File: config.mk
export PLATFORM = sky130hd
export DESIGN_NAME = scan_uart_tx_flat
export DESIGN_NICKNAME = d
export VERILOG_FILES = /design/src/rtl/scan_uart_pkg.sv /design/src/rtl/scan_uart_tx_if.sv /design/src/rtl/scan_uart_tx_baud_counter.sv /design/src/rtl/scan_uart_tx.sv /design/src/flat_wrapper.sv
export SDC_FILE = /design/constraint.sdc
export NUM_CORES = 1
export LEC_CHECK = 0
export CORE_UTILIZATION = 46
export DETAILED_ROUTE_END_ITERATION = 6
export PLACE_DENSITY = 0.66
export SYNTH_ARGS = -nofsm -noshare
export SYNTH_HDL_FRONTEND = slang
export SYNTH_SLANG_ARGS = --single-unit
File: constraint.sdc
create_clock -name clk -period 4.6 [get_ports clk]
set_input_delay 0.69 -clock clk [delete_from_list [all_inputs] [get_ports clk]]
set_output_delay 0.69 -clock clk [all_outputs]
set_load 0.01 [all_outputs]
File: src/rtl/scan_uart_pkg.sv
// Shared types and default constants for the scan UART transmitter.
package scan_uart_pkg;

    typedef enum logic [1:0] {IDLE, START, DATA, STOP} uart_state_t;

    localparam int UART_CLKS_PER_BIT = 5000;
    localparam int UART_DATA_BITS    = 8;

endpackage

File: src/rtl/scan_uart_tx_if.sv
// Byte handshake between the fabric producer and the UART transmitter.
interface scan_uart_tx_if
    import scan_uart_pkg::*;
#(
    parameter int DATA_BITS = UART_DATA_BITS
);

    logic [DATA_BITS-1:0] tx_data;
    logic                 tx_valid;
    logic                 tx_ready;

    modport master (output tx_data, output tx_valid, input tx_ready);
    modport slave  (input tx_data, input tx_valid, output tx_ready);

endinterface

File: src/rtl/scan_uart_tx_baud_counter.sv
// Bit-period timer: pulses bit_done on the last cycle of each bit period.
module baud_counter
    import scan_uart_pkg::*;
#(
    parameter int CLKS_PER_BIT = UART_CLKS_PER_BIT
) (
    input  logic clk,
    input  logic reset,
    input  logic clear,
    input  logic enable,
    output logic bit_done
);

    localparam int              CNT_W = $clog2(CLKS_PER_BIT);
    localparam logic [CNT_W-1:0] LAST = CNT_W'(CLKS_PER_BIT - 1);

    logic [CNT_W-1:0] count;

    assign bit_done = enable && (count == LAST);

    // Wraps at LAST, so the count never exceeds CLKS_PER_BIT-1 and fits CNT_W bits.
    always_ff @(posedge clk or negedge reset) begin
        if (!reset) begin
            count <= '0;
        end else if (clear) begin
            count <= '0;
        end else if (enable) begin
            count <= bit_done ? '0 : count + CNT_W'(1);
        end
    end

endmodule

File: src/rtl/scan_uart_tx.sv
// 8N1-style UART transmitter (LSB first, idle high) with a valid/ready byte input.
module scan_uart_tx
    import scan_uart_pkg::*;
#(
    parameter int CLKS_PER_BIT = UART_CLKS_PER_BIT,
    parameter int DATA_BITS    = UART_DATA_BITS
) (
    input  logic          clk,
    input  logic          reset,
    scan_uart_tx_if.slave bus,
    output logic          tx,
    output logic          busy
);

    localparam int IDX_W = $clog2(DATA_BITS);

    uart_state_t          state;
    logic [DATA_BITS-1:0] shift;
    logic [IDX_W-1:0]     bit_idx;
    logic                 bit_done;
    logic                 accept;
    logic                 counting;

    assign accept   = (state == IDLE) && bus.tx_valid && bus.tx_ready;
    assign counting = (state != IDLE);

    baud_counter #(
        .CLKS_PER_BIT(CLKS_PER_BIT)
    ) u_baud (
        .clk      (clk),
        .reset    (reset),
        .clear    (accept),
        .enable   (counting),
        .bit_done (bit_done)
    );

    // tx, busy and tx_ready are all flops so the line never sees a combinational glitch.
    always_ff @(posedge clk or negedge reset) begin
        if (!reset) begin
            state        <= IDLE;
            shift        <= '0;
            bit_idx      <= '0;
            tx           <= 1'b1;
            busy         <= 1'b0;
            bus.tx_ready <= 1'b1;
        end else begin
            case (state)
                IDLE: begin
                    if (accept) begin
                        shift        <= bus.tx_data;
                        state        <= START;
                        tx           <= 1'b0;
                        busy         <= 1'b1;
                        bus.tx_ready <= 1'b0;
                    end
                end
                START: begin
                    if (bit_done) begin
                        state   <= DATA;
                        bit_idx <= '0;
                        tx      <= shift[0];
                    end
                end
                DATA: begin
                    if (bit_done) begin
                        if (bit_idx == IDX_W'(DATA_BITS - 1)) begin
                            state <= STOP;
                            tx    <= 1'b1;
                        end else begin
                            shift   <= shift >> 1;
                            tx      <= shift[1];
                            bit_idx <= bit_idx + IDX_W'(1);
                        end
                    end
                end
                STOP: begin
                    // tx is already high; leaving STOP only re-opens the handshake.
                    if (bit_done) begin
                        state        <= IDLE;
                        busy         <= 1'b0;
                        bus.tx_ready <= 1'b1;
                    end
                end
            endcase
        end
    end

endmodule

File: src/flat_wrapper.sv
// flat-port wrapper written by rule: the top's interface ports become plain ports
module scan_uart_tx_flat import scan_uart_pkg::*;
#(
    parameter int CLKS_PER_BIT = UART_CLKS_PER_BIT,
    parameter int DATA_BITS    = UART_DATA_BITS
)
  (clk, reset, tx, busy, bus_tx_data, bus_tx_valid, bus_tx_ready);
  scan_uart_tx_if #(.DATA_BITS(DATA_BITS)) bus_i ();
  input  logic clk;
  input  logic reset;
  output logic tx;
  output logic busy;
  input wire logic [$bits(bus_i.tx_data)-1:0] bus_tx_data;
  input wire logic [$bits(bus_i.tx_valid)-1:0] bus_tx_valid;
  output wire logic [$bits(bus_i.tx_ready)-1:0] bus_tx_ready;
  assign bus_i.tx_data = bus_tx_data;
  assign bus_i.tx_valid = bus_tx_valid;
  assign bus_tx_ready = bus_i.tx_ready;
  scan_uart_tx #(.CLKS_PER_BIT(CLKS_PER_BIT), .DATA_BITS(DATA_BITS)) u_core (.clk(clk), .reset(reset), .bus(bus_i), .tx(tx), .busy(busy));
endmodule
==> results summary <==
The sort of element at the end of the critical path is a register. For this block, the initial DRC count from the detailed router was 77. The post-layout minimum cycle time came out at between 2 and 3 ns.

The maximum clock rate is between 300 and 400 MHz. The endpoint required time on the critical path is ~4.8 ns. The number of different library cells in the post-synthesis netlist came out at between 40 and 50. The clock transition at the registers of the reported paths is 0.06 ns. The signal arrival time at the worst endpoint came out at 2.82 ns.

The global-route wire length before repair is approximately 6000 µm. The post-route netlist has a little under a fifth of its cells at a drive strength greater than 1. The sequential cell area in the final layout is roughly 730 µm².

The die width is 63.0 µm. Total power for the finished layout comes to 490 µW. The repair_antennas step left the layout with diodes totalling 0.

The final global-route overflow total is 0. The number of top-level pins came out at 14. The routed wirelength normalized by instance count is 14.9 µm. The number of iterations in the first detailed-routing pass is 4.

The worst hold path depth came out at 1. The ratio of final minimum period to clock period is 56.8%. Summing the sequential cell areas from Yosys gives 42.5% of the chip area.

The detail-routed via count per cell is approximately 6.0. Setup repair after global routing left no endpoint under its margin. The number of buffers inserted during clock tree synthesis came out at 5. The number of inserted filler cells in the final layout is approximately 300. Synthesis inferred 29 register bits.

Hold repair after CTS inserted 0 buffers. Global routing used around a fifth of the available tracks across all layers. The HPWL after detailed placement is ~2300 µm.

Clock tree synthesis found a total of 29 sinks. The number of antenna violations at the first check in global routing came out at 0. The cell area after technology mapping is 1710 µm². The total negative slack for setup checks came out at 0 ns.

The routed wire length came out at 3330 µm. The cell count after synthesis is around 160. The placed instances occupy a cell area of 1880 µm². For the worst flop-to-flop path, the logic depth is 6. The number of placement rows is 21. The count of final max-slew check failures came out at 0. By startpoint and endpoint, the worst setup path is classified as register to register.

The count of H-tree levels built during CTS is 2. The clock root buffer is clkbuf_8. Synthesis produced a netlist with a net count of ~180. The share of async-settable or async-resettable flops after synthesis is between 90% and 100%.

The count of vias placed by the detailed router is between 1,000 and 1,500. The analysis attributes to cell leakage a power of approximately 0.00083 µW. The count of cells in the finished layout, fillers not included, comes to about 220. The y dimension of the die came out at 63.0 µm. The worst-case vdd ir drop is 0.000133 V. For this run, design rule violations remaining after detail routing come to 0.

The post-cts gate resize count came out at 0. The worst relative slew slack came out at between 20% and 30%. The power per standard cell area is ~250 nW/µm².

The average cell area after synthesis came out at ~11 µm². The leading register cell type out of synthesis is dfrtp_1. The tightest min-delay check is of the register to register type. Across the run, the number of max-cap violations was 0. The count of antenna-violating nets left after detailed routing came out at 0. The global placer's final weighted congestion is a little over 0.8. The clock arrives with between 0.003 and 0.004 ns of skew. The pin slew with the least headroom to its limit is approximately 1.1 ns.

The number of I/O port buffers is 13. STA classifies the critical path startpoint as a register. The maximum fanout count along the critical path is 17. The multi-input combinational cells in the finished layout cover a total of a little over 900 µm². The number of global-route vias before repair was between 1,000 and 1,500. The core outline area came out at between 3000 and 4000 µm².

The source-to-sink clock delay at the later pin of the worst-skew pair is 0.28 ns. Entering global routing, the biggest net connects 30 pins. TritonCTS built the clock tree.

The placed cell count is 216. The post-layout instance area is 1960 µm². The area enclosed by the die boundary is 3970 µm². The number of synthesis warnings is 0. The count of nets after finishing is just under 200. The number of failing setup endpoints in the final timing report is 0. The area growth from synthesis to layout came out at 14.6%. The flow ran to the end, and the final reports show no timing, DRC or antenna violations. The count of flip-flops with a built-in enable after synthesis came out at 0. The number of setup buffers added after CTS is 0.

The count of final hold-check violations is 0. The clock passes through at most 2 buffers. The starting density of the core is 49.8%. Cells fill a little under three fifths of the core in the end.
==> registers in the layout (all words and copies together) (netlist names) <==
register	cells
u_core.tx	1
u_core.bit_idx	3
u_core.shift	8
u_core.bus.tx_ready	1
u_core.busy	1
u_core.u_baud.count	13
u_core.state	2
==> cell type report <==
type / count / share of cell area [%]
multi-input combinational: 122 / 47.6
tap: 46 / 2.93
clock buffer: 7 / 4.39
timing repair buffer: 14 / 7.01
inverter: 5 / 0.955
sequential: 29 / 37.1
==> synth_stat cells (4+ instances only) <==
cell,instances,area (µm²)
dfrtp_1,27,676
nand2_1,17,63.8
mux2_2,15,169
nand3_1,14,70.1
ha_1,8,100
a21oi_1,7,35.0
o21ai_0,7,35.0
nand4_1,6,37.5
inv_1,5,18.8
nor2_1,5,18.8
buf_2,4,20.0
mux2i_1,4,40.0
==> critical path: stages (launching register included) <==
cell	delay, ns
dfrtp_1	0.40
inv_1	0.13
ha_1	0.57
nor4b_4	0.12
a41oi_1	0.89
o311ai_0	0.29
nand3_1	0.13
==> layout by cell type (no fill, tap or decap), types with 2 or more instances in the layout <==
| master | synthesis | final |
|---|---|---|
| dfrtp_1 | 27 | 27 |
| nand2_1 | 17 | 17 |
| mux2_2 | 15 | 15 |
| nand3_1 | 14 | 14 |
| clkdlybuf4s50_1 | 0 | 13 |
| ha_1 | 8 | 8 |
| a21oi_1 | 7 | 7 |
| o21ai_0 | 7 | 7 |
| nand4_1 | 6 | 6 |
| clkbuf_8 | 0 | 6 |
| inv_1 | 5 | 5 |
| nor2_1 | 5 | 5 |
| mux2i_1 | 4 | 4 |
| o211ai_1 | 3 | 3 |
| and3_1 | 2 | 2 |
| and2_1 | 2 | 2 |
| and4_1 | 2 | 2 |
| or3_1 | 2 | 2 |
| nor3_1 | 2 | 2 |
| nand2b_1 | 2 | 2 |
| o311ai_0 | 2 | 2 |
| or4_1 | 2 | 2 |
| dfstp_2 | 2 | 2 |
==> stage by stage <==
stage / hold WS [ns] / worst slack [ns]
global route: 0.518 / 1.69
floorplan: 0.394 / 2.66
finish: 0.503 / 1.99
global placement: 0.488 / 2.10
detailed placement: 0.492 / 2.01
CTS: 0.508 / 1.99
==> report_power, final <==
group,internal [µW],switching (µW)
Combinational,12.8,7.88
Sequential,259,1.91
Clock,118,90.7
==> cells by family (layout without fill, tap and decap cells) <==
kind of cell | Yosys count | after routing | share of synthesized area [%]
compound gates | 31 | 31 | 13.8
fa+ha+maj | 8 | 8 | 5.84
mux | 20 | 20 | 13.1
simple gates | 63 | 63 | 21.9
flops | 29 | 29 | 42.5
buf+inv | 12 | 26 | 2.92
==> final timing paths <==
| kind | start | end | slack, ns |
|---|---|---|---|
| setup / recovery | u_core.state[0] | u_core.u_baud.count[12] | 1.99 |
| hold / removal | u_core.shift[2] | u_core.shift[2] | 0.50 |
| setup reg to reg | u_core.state[0] | u_core.u_baud.count[12] | 1.99 |
| hold reg to reg | u_core.shift[2] | u_core.shift[2] | 0.50 |
| max in group asynchronous | reset | u_core.tx | 3.50 |
| min in group asynchronous | reset | u_core.bit_idx[2] | 0.80 |
==> routing by layer <==
layer / global-route usage [%] / part of all wire [%] / vias to the layer above
li1: - / - / 637
met1: 24.8 / 45 / 650
met2: 30.9 / 48 / 34
met3: 6.02 / 4.5 / 9
met4: 6.98 / 1.8 / 0
met5: 0 / 0 / -
Note: power is estimated with default switching activity, not from simulation.
